**src/rtl/mvm_uart_pkg.sv**
```systemverilog
// Shared constants, frame-size helper and bit-FSM state type for the MVM UART receive path.
package mvm_uart_pkg;

    localparam int DEF_CLOCKS_PER_PULSE = 10;
    localparam int DEF_BITS_PER_WORD    = 8;
    localparam int DEF_R                = 2;
    localparam int DEF_C                = 2;
    localparam int DEF_W_X              = 4;
    localparam int DEF_W_K              = 4;
    localparam int DEF_TIMEOUT_PULSES   = 20;

    typedef enum logic [1:0] {
        ST_IDLE  = 2'd0,
        ST_START = 2'd1,
        ST_DATA  = 2'd2,
        ST_STOP  = 2'd3
    } rx_state_e;

    // Number of UART words needed to carry total_bits, rounded up.
    function automatic int num_words(input int total_bits, input int bits_per_word);
        return (total_bits + bits_per_word - 1) / bits_per_word;
    endfunction

endpackage

```
**src/rtl/uart_rx.sv**
```systemverilog
// UART byte receiver: 2-flop synchronizer, start-glitch rejection, LSB-first data, stop-bit check.
// Exposes rx_idle only when MVM_RX_TIMEOUT_EN is defined.
module uart_rx
    import mvm_uart_pkg::*;
#(
    parameter int CLOCKS_PER_PULSE = DEF_CLOCKS_PER_PULSE,
    parameter int BITS_PER_WORD    = DEF_BITS_PER_WORD
) (
    input  logic                     clk,
    input  logic                     rst,
    input  logic                     rx,
    output logic [BITS_PER_WORD-1:0] word_data,
    output logic                     word_valid,
`ifdef MVM_RX_TIMEOUT_EN
    output logic                     rx_idle,
`endif
    output logic                     frame_err
);

    localparam int CNT_W   = $clog2(CLOCKS_PER_PULSE + 1);
    localparam int IDX_W   = $clog2(BITS_PER_WORD + 1);
    localparam int HALF_M1 = (CLOCKS_PER_PULSE / 2 > 0) ? (CLOCKS_PER_PULSE / 2 - 1) : 0;

    logic                     rx_meta_r;
    logic                     rx_sync_r;
    logic                     rx_prev_r;
    rx_state_e                state_r;
    rx_state_e                next_state_s;
    logic [CNT_W-1:0]         cnt_r;
    logic [IDX_W-1:0]         bit_idx_r;
    logic [BITS_PER_WORD-1:0] shift_r;
    logic                     word_valid_r;
    logic                     frame_err_r;
    logic                     fall_s;
    logic                     half_hit_s;
    logic                     full_hit_s;
    logic                     last_bit_s;
    logic                     sample_s;
    logic                     shift_s;
    logic                     accept_s;
    logic                     bad_s;

    assign fall_s     = rx_prev_r & ~rx_sync_r;
    assign half_hit_s = (cnt_r == CNT_W'(HALF_M1));
    assign full_hit_s = (cnt_r == CNT_W'(CLOCKS_PER_PULSE - 1));
    assign last_bit_s = (bit_idx_r == IDX_W'(BITS_PER_WORD - 1));

    // Synchronizer plus one delayed copy for falling-edge detection; idles high.
    always_ff @(posedge clk or posedge rst) begin
        if (rst) begin
            rx_meta_r <= 1'b1;
            rx_sync_r <= 1'b1;
            rx_prev_r <= 1'b1;
        end else begin
            rx_meta_r <= rx;
            rx_sync_r <= rx_meta_r;
            rx_prev_r <= rx_sync_r;
        end
    end

    // Bit FSM state register.
    always_ff @(posedge clk or posedge rst) begin
        if (rst) begin
            state_r <= ST_IDLE;
        end else begin
            state_r <= next_state_s;
        end
    end

    // Bit FSM next-state logic.
    always_comb begin
        next_state_s = state_r;
        case (state_r)
            ST_IDLE:  if (fall_s) next_state_s = ST_START; else next_state_s = ST_IDLE;
            ST_START: if (half_hit_s) next_state_s = rx_sync_r ? ST_IDLE : ST_DATA;
                      else next_state_s = ST_START;
            ST_DATA:  if (full_hit_s && last_bit_s) next_state_s = ST_STOP; else next_state_s = ST_DATA;
            ST_STOP:  if (full_hit_s) next_state_s = ST_IDLE; else next_state_s = ST_STOP;
            default:  next_state_s = ST_IDLE;
        endcase
    end

    // Bit FSM output strobes.
    always_comb begin
        sample_s = 1'b0;
        shift_s  = 1'b0;
        accept_s = 1'b0;
        bad_s    = 1'b0;
        case (state_r)
            ST_IDLE:  sample_s = 1'b0;
            ST_START: sample_s = half_hit_s;
            ST_DATA: begin
                sample_s = full_hit_s;
                shift_s  = full_hit_s;
            end
            ST_STOP: begin
                sample_s = full_hit_s;
                accept_s = full_hit_s & rx_sync_r;
                bad_s    = full_hit_s & ~rx_sync_r;
            end
            default:  sample_s = 1'b0;
        endcase
    end

    // Bit timing counter, bit index and shift register; strobes registered as pulses.
    always_ff @(posedge clk or posedge rst) begin
        if (rst) begin
            cnt_r        <= CNT_W'(0);
            bit_idx_r    <= IDX_W'(0);
            shift_r      <= {BITS_PER_WORD{1'b0}};
            word_valid_r <= 1'b0;
            frame_err_r  <= 1'b0;
        end else begin
            if (state_r == ST_IDLE || sample_s) begin
                cnt_r <= CNT_W'(0);
            end else begin
                cnt_r <= cnt_r + CNT_W'(1);
            end
            if (state_r != ST_DATA) begin
                bit_idx_r <= IDX_W'(0);
            end else if (shift_s) begin
                bit_idx_r <= bit_idx_r + IDX_W'(1);
            end else begin
                bit_idx_r <= bit_idx_r;
            end
            if (shift_s) begin
                shift_r <= {rx_sync_r, shift_r[BITS_PER_WORD-1:1]};
            end else begin
                shift_r <= shift_r;
            end
            word_valid_r <= accept_s;
            frame_err_r  <= bad_s;
        end
    end

    assign word_data  = shift_r;
    assign word_valid = word_valid_r;
    assign frame_err  = frame_err_r;
`ifdef MVM_RX_TIMEOUT_EN
    assign rx_idle    = (state_r == ST_IDLE);
`endif

endmodule

```
**src/rtl/mvm_rx_framer.sv**
```systemverilog
// Assembles UART words into an MVM operand frame (k matrix, x vector) with valid/ready handoff.
// Optional partial-frame timeout enabled by defining MVM_RX_TIMEOUT_EN.
module mvm_rx_framer
    import mvm_uart_pkg::*;
#(
    parameter int CLOCKS_PER_PULSE = DEF_CLOCKS_PER_PULSE,
    parameter int BITS_PER_WORD    = DEF_BITS_PER_WORD,
    parameter int R                = DEF_R,
    parameter int C                = DEF_C,
    parameter int W_X              = DEF_W_X,
    parameter int W_K              = DEF_W_K,
    parameter int TIMEOUT_PULSES   = DEF_TIMEOUT_PULSES
) (
    input  logic                 clk,
    input  logic                 rst,
    input  logic                 rx,
    output logic [R*C*W_K-1:0]   m_k,
    output logic [C*W_X-1:0]     m_x,
    output logic                 m_valid,
    input  logic                 m_ready,
    output logic                 err_frame,
    output logic                 err_overflow
);

    localparam int K_BITS    = R * C * W_K;
    localparam int X_BITS    = C * W_X;
    localparam int NUM_WORDS = num_words(K_BITS + X_BITS, BITS_PER_WORD);
    localparam int ASM_W     = NUM_WORDS * BITS_PER_WORD;
    localparam int WC_W      = $clog2(NUM_WORDS + 1);

    logic [BITS_PER_WORD-1:0] word_s;
    logic                     word_valid_s;
    logic                     frame_err_s;
    logic [ASM_W-1:0]         asm_r;
    logic [ASM_W-1:0]         frame_s;
    logic [WC_W-1:0]          wc_r;
    logic                     last_word_s;
    logic                     frame_done_s;
    logic                     timeout_clr_s;
    logic [K_BITS-1:0]        k_r;
    logic [X_BITS-1:0]        x_r;
    logic                     m_valid_r;
    logic                     err_overflow_r;

`ifdef MVM_RX_TIMEOUT_EN
    localparam int TO_LIMIT = TIMEOUT_PULSES * CLOCKS_PER_PULSE;
    localparam int TO_W     = $clog2(TO_LIMIT + 1);

    logic            rx_idle_s;
    logic [TO_W-1:0] to_cnt_r;
    logic            partial_s;

    assign partial_s     = rx_idle_s && (wc_r != WC_W'(0)) && !word_valid_s;
    assign timeout_clr_s = partial_s && (to_cnt_r == TO_W'(TO_LIMIT - 1));

    // Counts idle clocks while a frame is only partly received.
    always_ff @(posedge clk or posedge rst) begin
        if (rst) begin
            to_cnt_r <= TO_W'(0);
        end else if (partial_s && !timeout_clr_s) begin
            to_cnt_r <= to_cnt_r + TO_W'(1);
        end else begin
            to_cnt_r <= TO_W'(0);
        end
    end
`else
    assign timeout_clr_s = 1'b0;
`endif

    uart_rx #(
        .CLOCKS_PER_PULSE (CLOCKS_PER_PULSE),
        .BITS_PER_WORD    (BITS_PER_WORD)
    ) u_uart_rx (
        .clk        (clk),
        .rst        (rst),
        .rx         (rx),
        .word_data  (word_s),
        .word_valid (word_valid_s),
`ifdef MVM_RX_TIMEOUT_EN
        .rx_idle    (rx_idle_s),
`endif
        .frame_err  (frame_err_s)
    );

    assign last_word_s  = (wc_r == WC_W'(NUM_WORDS - 1));
    assign frame_done_s = word_valid_s & last_word_s;

    // Assembly contents with the incoming word dropped into its slot.
    always_comb begin
        frame_s = asm_r;
        for (int w = 0; w < NUM_WORDS; w++) begin
            if (wc_r == WC_W'(w)) begin
                frame_s[w*BITS_PER_WORD +: BITS_PER_WORD] = word_s;
            end else begin
                frame_s[w*BITS_PER_WORD +: BITS_PER_WORD] = asm_r[w*BITS_PER_WORD +: BITS_PER_WORD];
            end
        end
    end

    // Word counter and assembly register; framing errors leave the count alone.
    always_ff @(posedge clk or posedge rst) begin
        if (rst) begin
            wc_r  <= WC_W'(0);
            asm_r <= {ASM_W{1'b0}};
        end else if (word_valid_s) begin
            wc_r  <= last_word_s ? WC_W'(0) : (wc_r + WC_W'(1));
            asm_r <= frame_s;
        end else if (timeout_clr_s) begin
            wc_r  <= WC_W'(0);
            asm_r <= asm_r;
        end else begin
            wc_r  <= wc_r;
            asm_r <= asm_r;
        end
    end

    // Output register: a completing frame may replace data in the same clock it is taken.
    always_ff @(posedge clk or posedge rst) begin
        if (rst) begin
            k_r            <= {K_BITS{1'b0}};
            x_r            <= {X_BITS{1'b0}};
            m_valid_r      <= 1'b0;
            err_overflow_r <= 1'b0;
        end else if (frame_done_s && (!m_valid_r || m_ready)) begin
            k_r            <= frame_s[K_BITS-1:0];
            x_r            <= frame_s[K_BITS +: X_BITS];
            m_valid_r      <= 1'b1;
            err_overflow_r <= 1'b0;
        end else if (frame_done_s) begin
            m_valid_r      <= m_valid_r;
            err_overflow_r <= 1'b1;
        end else if (m_valid_r && m_ready) begin
            m_valid_r      <= 1'b0;
            err_overflow_r <= 1'b0;
        end else begin
            m_valid_r      <= m_valid_r;
            err_overflow_r <= 1'b0;
        end
    end

    assign m_k          = k_r;
    assign m_x          = x_r;
    assign m_valid      = m_valid_r;
    assign err_frame    = frame_err_s;
    assign err_overflow = err_overflow_r;

endmodule
```
**config.mk**
```make
export PLATFORM = sky130hd
export DESIGN_NAME = mvm_rx_framer
export DESIGN_NICKNAME = d
export VERILOG_FILES = /design/src/rtl/mvm_uart_pkg.sv /design/src/rtl/uart_rx.sv /design/src/rtl/mvm_rx_framer.sv
export SDC_FILE = /design/constraint.sdc
export NUM_CORES = 1
export LEC_CHECK = 0
export CORE_MARGIN = 4
export CORE_UTILIZATION = 58
export CTS_BUF_LIST = sky130_fd_sc_hd__clkbuf_4 sky130_fd_sc_hd__clkbuf_8 sky130_fd_sc_hd__clkbuf_16
export CTS_CLUSTER_SIZE = 10
export DETAILED_ROUTE_END_ITERATION = 10
export DONT_BUFFER_PORTS = 1
export GPL_ROUTABILITY_DRIVEN = 1
export PLACE_DENSITY = 0.74
export SYNTH_ARGS = -nofsm -noshare
export SYNTH_HDL_FRONTEND = slang
export SYNTH_SLANG_ARGS = --single-unit
```
**constraint.sdc**
```tcl
create_clock -name clk -period 3.9 [get_ports clk]
set_input_delay 0.195 -clock clk [delete_from_list [all_inputs] [get_ports clk]]
set_output_delay 0.195 -clock clk [all_outputs]
set_load 0.02 [all_outputs]
```
==> results of run 1 <==
-- power groups by stage --
stage	clock network [W]	registers [W]	logic [W]
after detailed placement	0	0.000802	0.000151
final	0.000583	0.000792	0.000151
after floorplan	0	0.000784	0.000128
after CTS	0.000595	0.000791	0.000155
after global placement	0	0.000797	0.000140
after global routing	0.000633	0.000798	0.000171
-- cells in the mapped netlist (2+ instances only) --
cell       n  area share
mux2_2    28        0.11
xor2_1     2      0.0063
nand3b_1   3      0.0081
inv_1     14       0.019
buf_6      3       0.012
xnor2_1    2      0.0063
o21ai_0   18       0.033
clkbuf_1   4      0.0054
ha_1       4       0.018
nand2_1    6      0.0081
nor3b_1    2      0.0054
nor2_2     2      0.0045
nor2_1     6      0.0081
mux2_4     4       0.022
nor3_1     3      0.0054
dfstp_2    3       0.028
mux2i_1    8       0.029
a21oi_1   11       0.020
nand2b_1   2      0.0045
nand3_1    4      0.0072
buf_2      2      0.0036
dfrtp_1   64        0.58
nor4_1     8       0.018
-- through the flow --
| step | std cells | cell area (sq um) | total power [W] | hold slack (ns) |
|---|---|---|---|---|
| finish | 277 | 3010 | 0.00153 | 0.123 |
| global route | 277 | 3010 | 0.00160 | 0.150 |
| CTS | 277 | 3010 | 0.00154 | 0.118 |
| detailed placement | 259 | 2780 | 0.000953 | 0.114 |
| global placement | 259 | 2780 | 0.000937 | 0.0901 |
| floorplan | 215 | 2770 | 0.000913 | 0.199 |
-- final timing paths --
kind	startpoint	to	depth (start not counted)	slack (ns)
worst max-delay path	wc_r[0]	m_x[4]	3	2.04
worst min-delay path	m_ready	err_overflow	2	0.12
worst max register to register	wc_r[0]	m_x[4]	3	2.04
worst min register to register	u_uart_rx.rx_meta_r	u_uart_rx.rx_sync_r	0	0.36
max in group asynchronous	rst	u_uart_rx.word_data[5]	3	2.66
min in group asynchronous	rst	m_k[9]	2	0.32
-- area by class of cell --
class,instances,area share
clock buffer,12,0.0528
clock inverter,4,0.0162
timing repair buffer,3,0.00914
inverter,14,0.0174
tap,52,0.0216
multi-input combinational,125,0.325
sequential,67,0.558
-- timing repair --
item / in CTS / in global routing
endpoints found under the hold margin: 20 / 0
setup endpoints to repair: 0 / 0
hold buffers: 2 / 0
-- per-layer routing --
| layer | GRT usage | vias up | share of wire |
|---|---|---|---|
| met5 | 0 | - | 0 |
| met4 | 0.0996 | 0 | 0.023 |
| met2 | 0.281 | 37 | 0.49 |
| met3 | 0.0398 | 9 | 0.045 |
| li1 | - | 759 | - |
| met1 | 0.235 | 851 | 0.45 |
-- worst max-delay path, delay by kind of cell, from the launching register on --
| kind | cells | cell delay [ns] |
|---|---|---|
| simple gates | 2 | 0.77 |
| flops | 1 | 0.59 |
| mux | 1 | 0.37 |
-- logic make-up after synthesis --
kind of cell | synth area share
compound gates | 0.0632
xor+xnor | 0.0126
fa+ha+maj | 0.0181
buf+inv | 0.0402
flops | 0.607
mux | 0.164
simple gates | 0.0949
-- flip-flops by register name, summed over array words and instances, names as in the netlist, 2 cells and up --
signal,flops
u_uart_rx.bit_idx_r,4
u_uart_rx.word_data,8
m_k,16
wc_r,2
u_uart_rx.cnt_r,4
asm_r,16
u_uart_rx.state_r,2
m_x,8
==> out/results.tsv, run 1 <==
stage	metric	value	unit
clock_network	cts.sinks	67	
power	p_switching	0.000386	W
layout	synthToLayoutAreaGrowth	8.72	%
setup_path	path_max_fanout	24	
timing	worst_slew_pin_slew	0.988	ns
clock_network	cts_tree	done	
clock_network	clockBufferDepth	2	
placement	dp_slack	2.09	ns
yosys	syn_nets	223	
die	fp-row-count	24	
yosys	syn_inst	215	
clock_network	cts_buffers	9	
detailed_routing	viasPerCell	5.98	
detailed_routing	ant_nets	0	
yosys	ys_warn_count	0	
detailed_routing	drt-initial-drc-count	134	
placement	dp_hpwl	3.40	mm
global_routing	grt_max_degree	47	
clock_network	post_cts_resized	0	
power	p_int	0.00114	W
die	start_util	0.619	
placement	placement.io_buffers	0	
global_routing	antenna_found_initial	0	
timing	fin_crit_sh	0.477	
power	p_per_area	507	nW/um^2
layout	final_common_cell	dfrtp_1	
global_routing	grt_pass1_wl	8.30	mm
yosys	seq_area_frac_synth	0.607	
yosys	ys_types	35	
die	dieArea	5950	sq um
power	seqPwrFrac	0.519	
die	coreArea	4470	sq um
setup_path	critPathArrivalTime	2.08	ns
worst_hold_path	hold_path.class	in2reg	
clock_network	cts_setup_buffers	0	
timing	setup_ws	2.04	ns
timing	setup_tns	0	ns
die	die_y	77.1	um
setup_path	worstPathRequired	4.12	ns
clock_network	insertion_delay	0.34	ns
clock_network	clk_pin_slew	0.07	ns
layout	fin_util	0.673	
yosys	async_flop_share	1.00	
timing	report.final.hold_viol_count	0	
yosys	synth_edf_count	0	
job	drv_cap	0	
placement	gp_congestion	0.841	
yosys	avgSynthCellArea	12.9	sq um
layout	nFillCells	312	
clock_network	cts_root_buf	clkbuf_8	
yosys	yosys_register_bits	67	
clock_network	cts_htree_levels	3	
detailed_routing	finalWirelength	4.85	mm
power	switching_share	0.253	
run_status	status	finished, final reports clean	
setup_path	crit_chain	nand3b_1 > nand2b_4 > mux2_2	
layout	antenna-diode-count	0	
timing	finalSetupViolCount	0	
layout	seq_area	1680	sq um
detailed_routing	vias	1656	
global_routing	overflow	0	
layout	multi_input_area	978	sq um
power	power.leakage	1.46	nW
setup_path	slowest_delay	0.59	ns
timing	max_freq	538	MHz
timing	slew_headroom	0.340	
layout	layout_common_cells	dfrtp_1, mux2_2, o21ai_0, inv_1	
layout	drive_above_1_share	0.253	
yosys	ys.flop_type	dfrtp_1	
layout	nNetsFinal	228	
setup_path	crit_slowest_cell	dfrtp_1	
power	power_frac_comb	0.099	
power	peakVddDrop	0.000396	V
timing	final_max_slew_viol_count	0	
yosys	synth_area	2770	sq um
detailed_routing	routedWlPerCell	17.5	um
timing	finalCriticalPeriod	1.86	ns
timing	grt_setup_unrepaired	no	
power	p_clk_frac	0.382	
die	ios	31	
setup_path	critPathKind	reg2reg	
global_routing	grt_use_total	0.181	
setup_path	start_kind	register	
global_routing	grt_pass1_vias	1681	
die	die_w	77.1	um
detailed_routing	drt_first_pass_iters	4	
detailed_routing	route.detailed.drc	0	
setup_path	cp-end-kind	register	
timing	skew	0.00829	ns
Note: power is estimated with default switching activity, not from simulation.
==> run 2: changes to the inputs <==
CORE_UTILIZATION = 55   (was 58)
PLACE_DENSITY = 0.73   (was 0.74)
clock period = 1.5 ns   (was 3.9 ns; I/O delays follow)
==> run 2 against run 1 <==
Effect of this change: sequential share of layout area decreased by 4.3 points; worst setup slack got worse by 2.0 ns; register-to-register slack got worse by 2.0 ns; final area increased by 8.4%; core utilization increased by 0.87 points; critical path depth increased by 2; non-clock buffer count increased by 14; global-route usage increased by 1.1 points; via count increased by 3.6%; clock power increased to 3.1 times the previous value; cell count increased by 11%; worst hold slack got worse by 0.023 ns; highest routed layer unchanged.
==> out/results.tsv, run 2 (synthesized netlist as in run 1, its figures left out) <==
stage	metric	value	unit
run_status	status	finished, final reports clean	
worst_hold_path	hold_path.class	in2reg	
die	die_w	79.0	um
clock_network	cts.sinks	67	
global_routing	grt_use_met2	0.301	
timing	grt_setup_unrepaired	yes	
layout	drive_above_1_share	0.325	
layout	nNetsFinal	243	
placement	gp_congestion	0.769	
timing	slew_headroom	0.621	
detailed_routing	viasPerCell	5.59	
global_routing	busiest_layer	met2	
placement	dp_hpwl	3.45	mm
layout	synthToLayoutAreaGrowth	17.8	%
timing	finalSetupViolCount	0	
die	dieArea	6240	sq um
detailed_routing	drt_first_pass_iters	4	
clock_network	cts_buffers	9	
power	peakVddDrop	0.000956	V
die	start_util	0.579	
layout	fin_util	0.682	
timing	final_max_slew_viol_count	0	
die	die_y	79.0	um
clock_network	cts_root_buf	clkbuf_8	
layout	fin_cells	307	
timing	finalCriticalPeriod	1.47	ns
setup_path	path_max_fanout	8	
detailed_routing	routedWlPerCell	17.6	um
layout	antenna-diode-count	0	
layout	layout_common_cells	dfrtp_1, mux2_2, o21ai_0, inv_1, buf_4	
setup_path	critPathKind	reg2reg	
timing	worst_slew_pin_slew	0.567	ns
global_routing	grt_pass1_vias	1834	
setup_path	cp-end-kind	register	
detailed_routing	ant_nets	0	
die	fp-row-count	25	
detailed_routing	vias	1716	
detailed_routing	drt-initial-drc-count	69	
clock_network	insertion_delay	0.34	ns
clock_network	clockBufferDepth	2	
placement	placement.io_buffers	0	
setup_path	cp_top_family	simple AND/OR/NAND/NOR gates	
timing	report.final.hold_viol_count	0	
power	power.leakage	1.56	nW
power	finalPower	0.00451	W
timing	setup_tns	0	ns
global_routing	use_met3	0.0624	
setup_path	slowest_delay	0.39	ns
clock_network	clk_pin_slew	0.07	ns
global_routing	grt_max_degree	44	
global_routing	overflow	0	
setup_path	worstPathRequired	1.72	ns
job	drv_cap	0	
global_routing	antenna_found_initial	0	
die	coreArea	4790	sq um
global_routing	grt_pass1_wl	8.99	mm
setup_path	critical_path_buf_inv_count	1	
setup_path	crit_slowest_cell	dfrtp_1	
detailed_routing	route.detailed.drc	0	
power	p_per_area	1380	nW/um^2
die	ios	31	
layout	final_common_cell	dfrtp_1	
global_routing	grt_use_total	0.192	
timing	fin_crit_sh	0.979	
placement	dp.cells	285	
setup_path	start_kind	register	
global_routing	met1_usage	0.242	
setup_path	critPathArrivalTime	1.69	ns
setup_path	crit_chain	inv_2 > ha_4 > nand3b_1 > nor2_4 > mux2_2	
timing	max_freq	681	MHz
clock_network	cts_tree	done	
detailed_routing	finalWirelength	5.41	mm
timing	skew	0.0118	ns
clock_network	cts_htree_levels	3	
timing	hold_ws	0.100	ns
[run 2: cell types whose count changed in the layout (fill, tap and decap cells not counted), sizes merged]
| cell | delta |
|---|---|
| bufinv | +2 |
| dlygate4sd3 | +1 |
| nand2b | +1 |
| buf | +13 |
| clkbuf | -3 |
| clkinvlp | +1 |
[run 2: worst min-delay path, cell delays in order]
cell and delay, ns:
nor2b_2 0.09, o21ai_0 0.15, o21ai_0 0.08
[run 2: area by class of cell]
| cell class | instances | area, sq um |
|---|---|---|
| Clock buffer | 9 | 124 |
| Clock inverter | 7 | 125 |
| Fill cell | 354 | 1520 |
| Inverter | 14 | 56.3 |
| Multi-Input combinational cell | 126 | 1030 |
| Sequential cell | 67 | 1680 |
| Tap cell | 67 | 83.8 |
| Timing Repair Buffer | 17 | 160 |
[run 2: through the flow]
step / setup slack, ns / instance area, sq um
CTS: 0.00452 / 3210
finish: 0.0311 / 3260
floorplan: 0.0425 / 2780
global placement: 0.0337 / 2920
detailed placement: -0.00878 / 2920
global route: -0.0456 / 3260
[run 2: report_power, final]
group	total, W	switching [W]	internal (W)	leakage [nW]
Clock	0.00182	0.000703	0.00112	0.124
Sequential	0.00200	0.0000938	0.00191	0.872
Combinational	0.000683	0.000349	0.000334	0.559
Total	0.00451	0.00115	0.00336	1.56
[run 2: timing repair]
item                                    CTS  global route
cloned                                    0             1
hold buffers                              3             0
hold endpoints to repair                 26             0
endpoints found under the setup margin    5            34
resized for setup                         0            11
pin swaps                                 0             1
buffers inserted                          1             1
[run 2: worst paths after layout]
check | endpoint | slack [ns] | from | cells after the start
setup / recovery | u_uart_rx.word_data[5] | 0.03 | u_uart_rx.cnt_r[1] | 5
hold / removal | m_k[3] | 0.10 | m_ready | 3
setup reg to reg | u_uart_rx.word_data[5] | 0.03 | u_uart_rx.cnt_r[1] | 5
hold reg to reg | u_uart_rx.rx_sync_r | 0.36 | u_uart_rx.rx_meta_r | 0
max in group asynchronous | u_uart_rx.word_data[4] | 0.65 | rst | 3
min in group asynchronous | m_k[9] | 0.26 | rst | 2
[run 2: metal layers]
layer  wire length [um]  up-vias
li1                   -      791
met3                244        6
met4                 57        0
met2               2700       39
met1               2410      880
met5                  0        -
==> run 3: changes to the inputs <==
ABC_AREA = 1   (was unset)
CORE_UTILIZATION = 56   (was 55)
PLACE_DENSITY = 0.74   (was 0.73)
==> run 3 against run 2 <==
Effect of this change: synthesized cell count grew 67%; global-route usage down 0.47 points; worst hold slack gained 0.17 ns; critical path type unchanged; highest routed layer unchanged.
==> out/results.tsv, run 3 <==
stage	metric	value	unit
worst_hold_path	hold_start	rx	
layout	fin_util	0.636	
setup_path	start_kind	register	
global_routing	antenna_found_initial	0	
power	peakVddDrop	0.000971	V
detailed_routing	routedWlPerCell	13.3	um
clock_network	clk_pin_slew	0.07	ns
worst_hold_path	whs_endpoint	u_uart_rx.rx_meta_r	
run_status	status	finished, final reports clean	
detailed_routing	ant_nets	0	
layout	final_common_cell	nand2_1	
timing	setup_tns	0	ns
setup_path	critPathArrivalTime	1.56	ns
clock_network	cts_tree	done	
placement	placed_cell_area	3260	sq um
layout	nFillCells	485	
global_routing	grt_pass1_vias	2213	
yosys	syn_nets	366	
clock_network	cts_htree_levels	3	
die	ios	31	
layout	antenna-diode-count	0	
yosys	synthDominantCellAreaShare	0.570	
global_routing	grt_use_total	0.187	
detailed_routing	drt_first_pass_iters	4	
timing	finalCriticalPeriod	1.33	ns
die	die_y	83.1	um
layout	fin_area	3500	sq um
layout	nNetsFinal	377	
setup_path	worstPathRequired	1.73	ns
timing	hold_ws	0.274	ns
detailed_routing	route.detailed.drc	0	
setup_path	rr_worst_depth	7	
setup_path	path_max_fanout	6	
yosys	syn_inst	358	
timing	fin_crit_sh	0.888	
yosys	synth_edf_count	0	
yosys	ys_top_cells_by_count	nand2_1, dfrtp_1, o21ai_0, inv_1, nand3_1	
timing	finalSetupViolCount	0	
timing	max_freq	751	MHz
yosys	async_flop_share	1.00	
layout	layout_common_cells	nand2_1, dfrtp_1, o21ai_0, inv_1, nand3_1	
die	start_util	0.574	
layout	largest_register_ffs	24	
placement	dp.cells	427	
die	die_w	83.1	um
yosys	ys_warn_count	0	
setup_path	r2r_end	u_uart_rx.cnt_r[1]	
yosys	ys.flop_type	dfrtp_1	
placement	gp_congestion	0.762	
die	fp-row-count	27	
global_routing	overflow	0	
setup_path	cp-end-kind	register	
yosys	synth_area_leaders	dfrtp_1, nand2_1, o21ai_0	
die	coreArea	5510	sq um
placement	placement.io_buffers	0	
timing	final_max_slew_viol_count	0	
clock_network	cts_root_buf	clkbuf_8	
yosys	yosys_register_bits	75	
layout	fin_cells	446	
worst_hold_path	hold-path-cell-count	1	
layout	drive_above_1_share	0.115	
timing	worst_slew_pin_slew	0.475	ns
timing	slew_headroom	0.683	
timing	report.final.hold_viol_count	0	
detailed_routing	drt-initial-drc-count	98	
job	drv_cap	0	
placement	dp_hpwl	3.87	mm
setup_path	critPathKind	reg2reg	
yosys	ys_types	23	
global_routing	grt_pass1_wl	10.3	mm
yosys	avgSynthCellArea	8.83	sq um
layout	synthToLayoutAreaGrowth	10.8	%
global_routing	grt_max_degree	76	
power	p_per_area	1380	nW/um^2
timing	skew	0.00864	ns
clock_network	insertion_delay	0.34	ns
clock_network	cts_buffers	9	
detailed_routing	viasPerCell	5.15	
setup_path	r2r_start	u_uart_rx.cnt_r[1]	
yosys	yosysTopAreaCell	dfrtp_1	
worst_hold_path	hold_path.class	in2reg	
detailed_routing	vias	2296	
timing	grt_setup_unrepaired	no	
die	dieArea	6910	sq um
detailed_routing	finalWirelength	5.93	mm
layout	largest_register	asm_r	
clock_network	clockBufferDepth	2	
yosys	yosysMostFrequentCell	nand2_1	
power	power.leakage	1.76	nW
yosys	seq_area_frac_synth	0.595	
clock_network	cts_setup_buffers	0	
clock_network	cts.sinks	75	
setup_path	r2r_slack	0.17	ns
yosys	synth_area	3160	sq um
## run 3: cell types whose count changed in the layout (fill, tap and decap cells not counted), sizes merged, moves of 10 or more
cell   change
a21oi     -10
inv       +11
mux2      -32
nand2    +134
nand3     +16
o21ai     +34
## run 3: area by class of cell
type | instances | area (sq um) | share of cell area
Clock buffer | 14 | 174 | 0.0496
Tap cell | 72 | 90.1 | 0.0257
Clock inverter | 2 | 35.0 | 0.0100
Timing Repair Buffer | 11 | 103 | 0.0293
Sequential cell | 75 | 1880 | 0.537
Multi-Input combinational cell | 246 | 1120 | 0.320
Inverter | 26 | 101 | 0.0289
## run 3: logic make-up after synthesis
| family | after synthesis | share of synthesized area |
|---|---|---|
| DFF | 75 | 0.595 |
| AOI/OAI and AO/OA | 53 | 0.0839 |
| adders and majority gates | 4 | 0.0158 |
| xor gates and xnor gates | 3 | 0.00832 |
| and+or+nand+nor | 186 | 0.244 |
| buffers and inverters | 37 | 0.0530 |
## run 3: timing repair
| item | CTS | global route |
|---|---|---|
| setup endpoints to repair | 0 | 10 |
| hold buffers | 3 | 0 |
| gates resized for setup | 0 | 2 |
| hold endpoints to repair | 75 | 0 |
## run 3: power breakdown
| part | switching [W] | internal, W | total [W] | leakage (nW) |
|---|---|---|---|---|
| combinational | 0.000593 | 0.000328 | 0.000921 | 0.625 |
| clock | 0.000687 | 0.000914 | 0.00160 | 0.111 |
| sequential | 0.000144 | 0.00218 | 0.00232 | 1.02 |
## run 3: worst max path at each step
stage,from,to,cells after the start
2_1_floorplan,u_uart_rx.cnt_r[1],u_uart_rx.bit_idx_r[0],7
3_3_place_gp,u_uart_rx.cnt_r[1],u_uart_rx.word_data[2],7
3_5_place_dp,u_uart_rx.cnt_r[1],u_uart_rx.word_data[3],7
4_1_cts,u_uart_rx.cnt_r[1],u_uart_rx.word_data[5],7
5_1_grt,u_uart_rx.cnt_r[1],u_uart_rx.cnt_r[0],7
6_report,u_uart_rx.cnt_r[1],u_uart_rx.cnt_r[1],7
## run 3: critical path: stages (launching register included)
cell and delay [ns]:
dfrtp_1 0.40, inv_1 0.09, ha_1 0.16, nand3_1 0.20
nand2_1 0.14, nand2_1 0.05, inv_1 0.12, nor2_1 0.06
## run 3: layer usage
layer / up-vias / part of all wire / global-route usage
met5: - / 0 / 0
met4: 0 / 0.019 / 0.0758
met3: 9 / 0.048 / 0.0516
met2: 43 / 0.48 / 0.297
met1: 1100 / 0.45 / 0.243
li1: 1144 / - / -
## run 3: through the flow
stage               setup slack [ns]  total power (W)
floorplan                      0.179          0.00305
global placement               0.174          0.00321
detailed placement            0.0740          0.00326
CTS                           0.0592          0.00487
global route                  0.0110          0.00517
finish                         0.168          0.00484
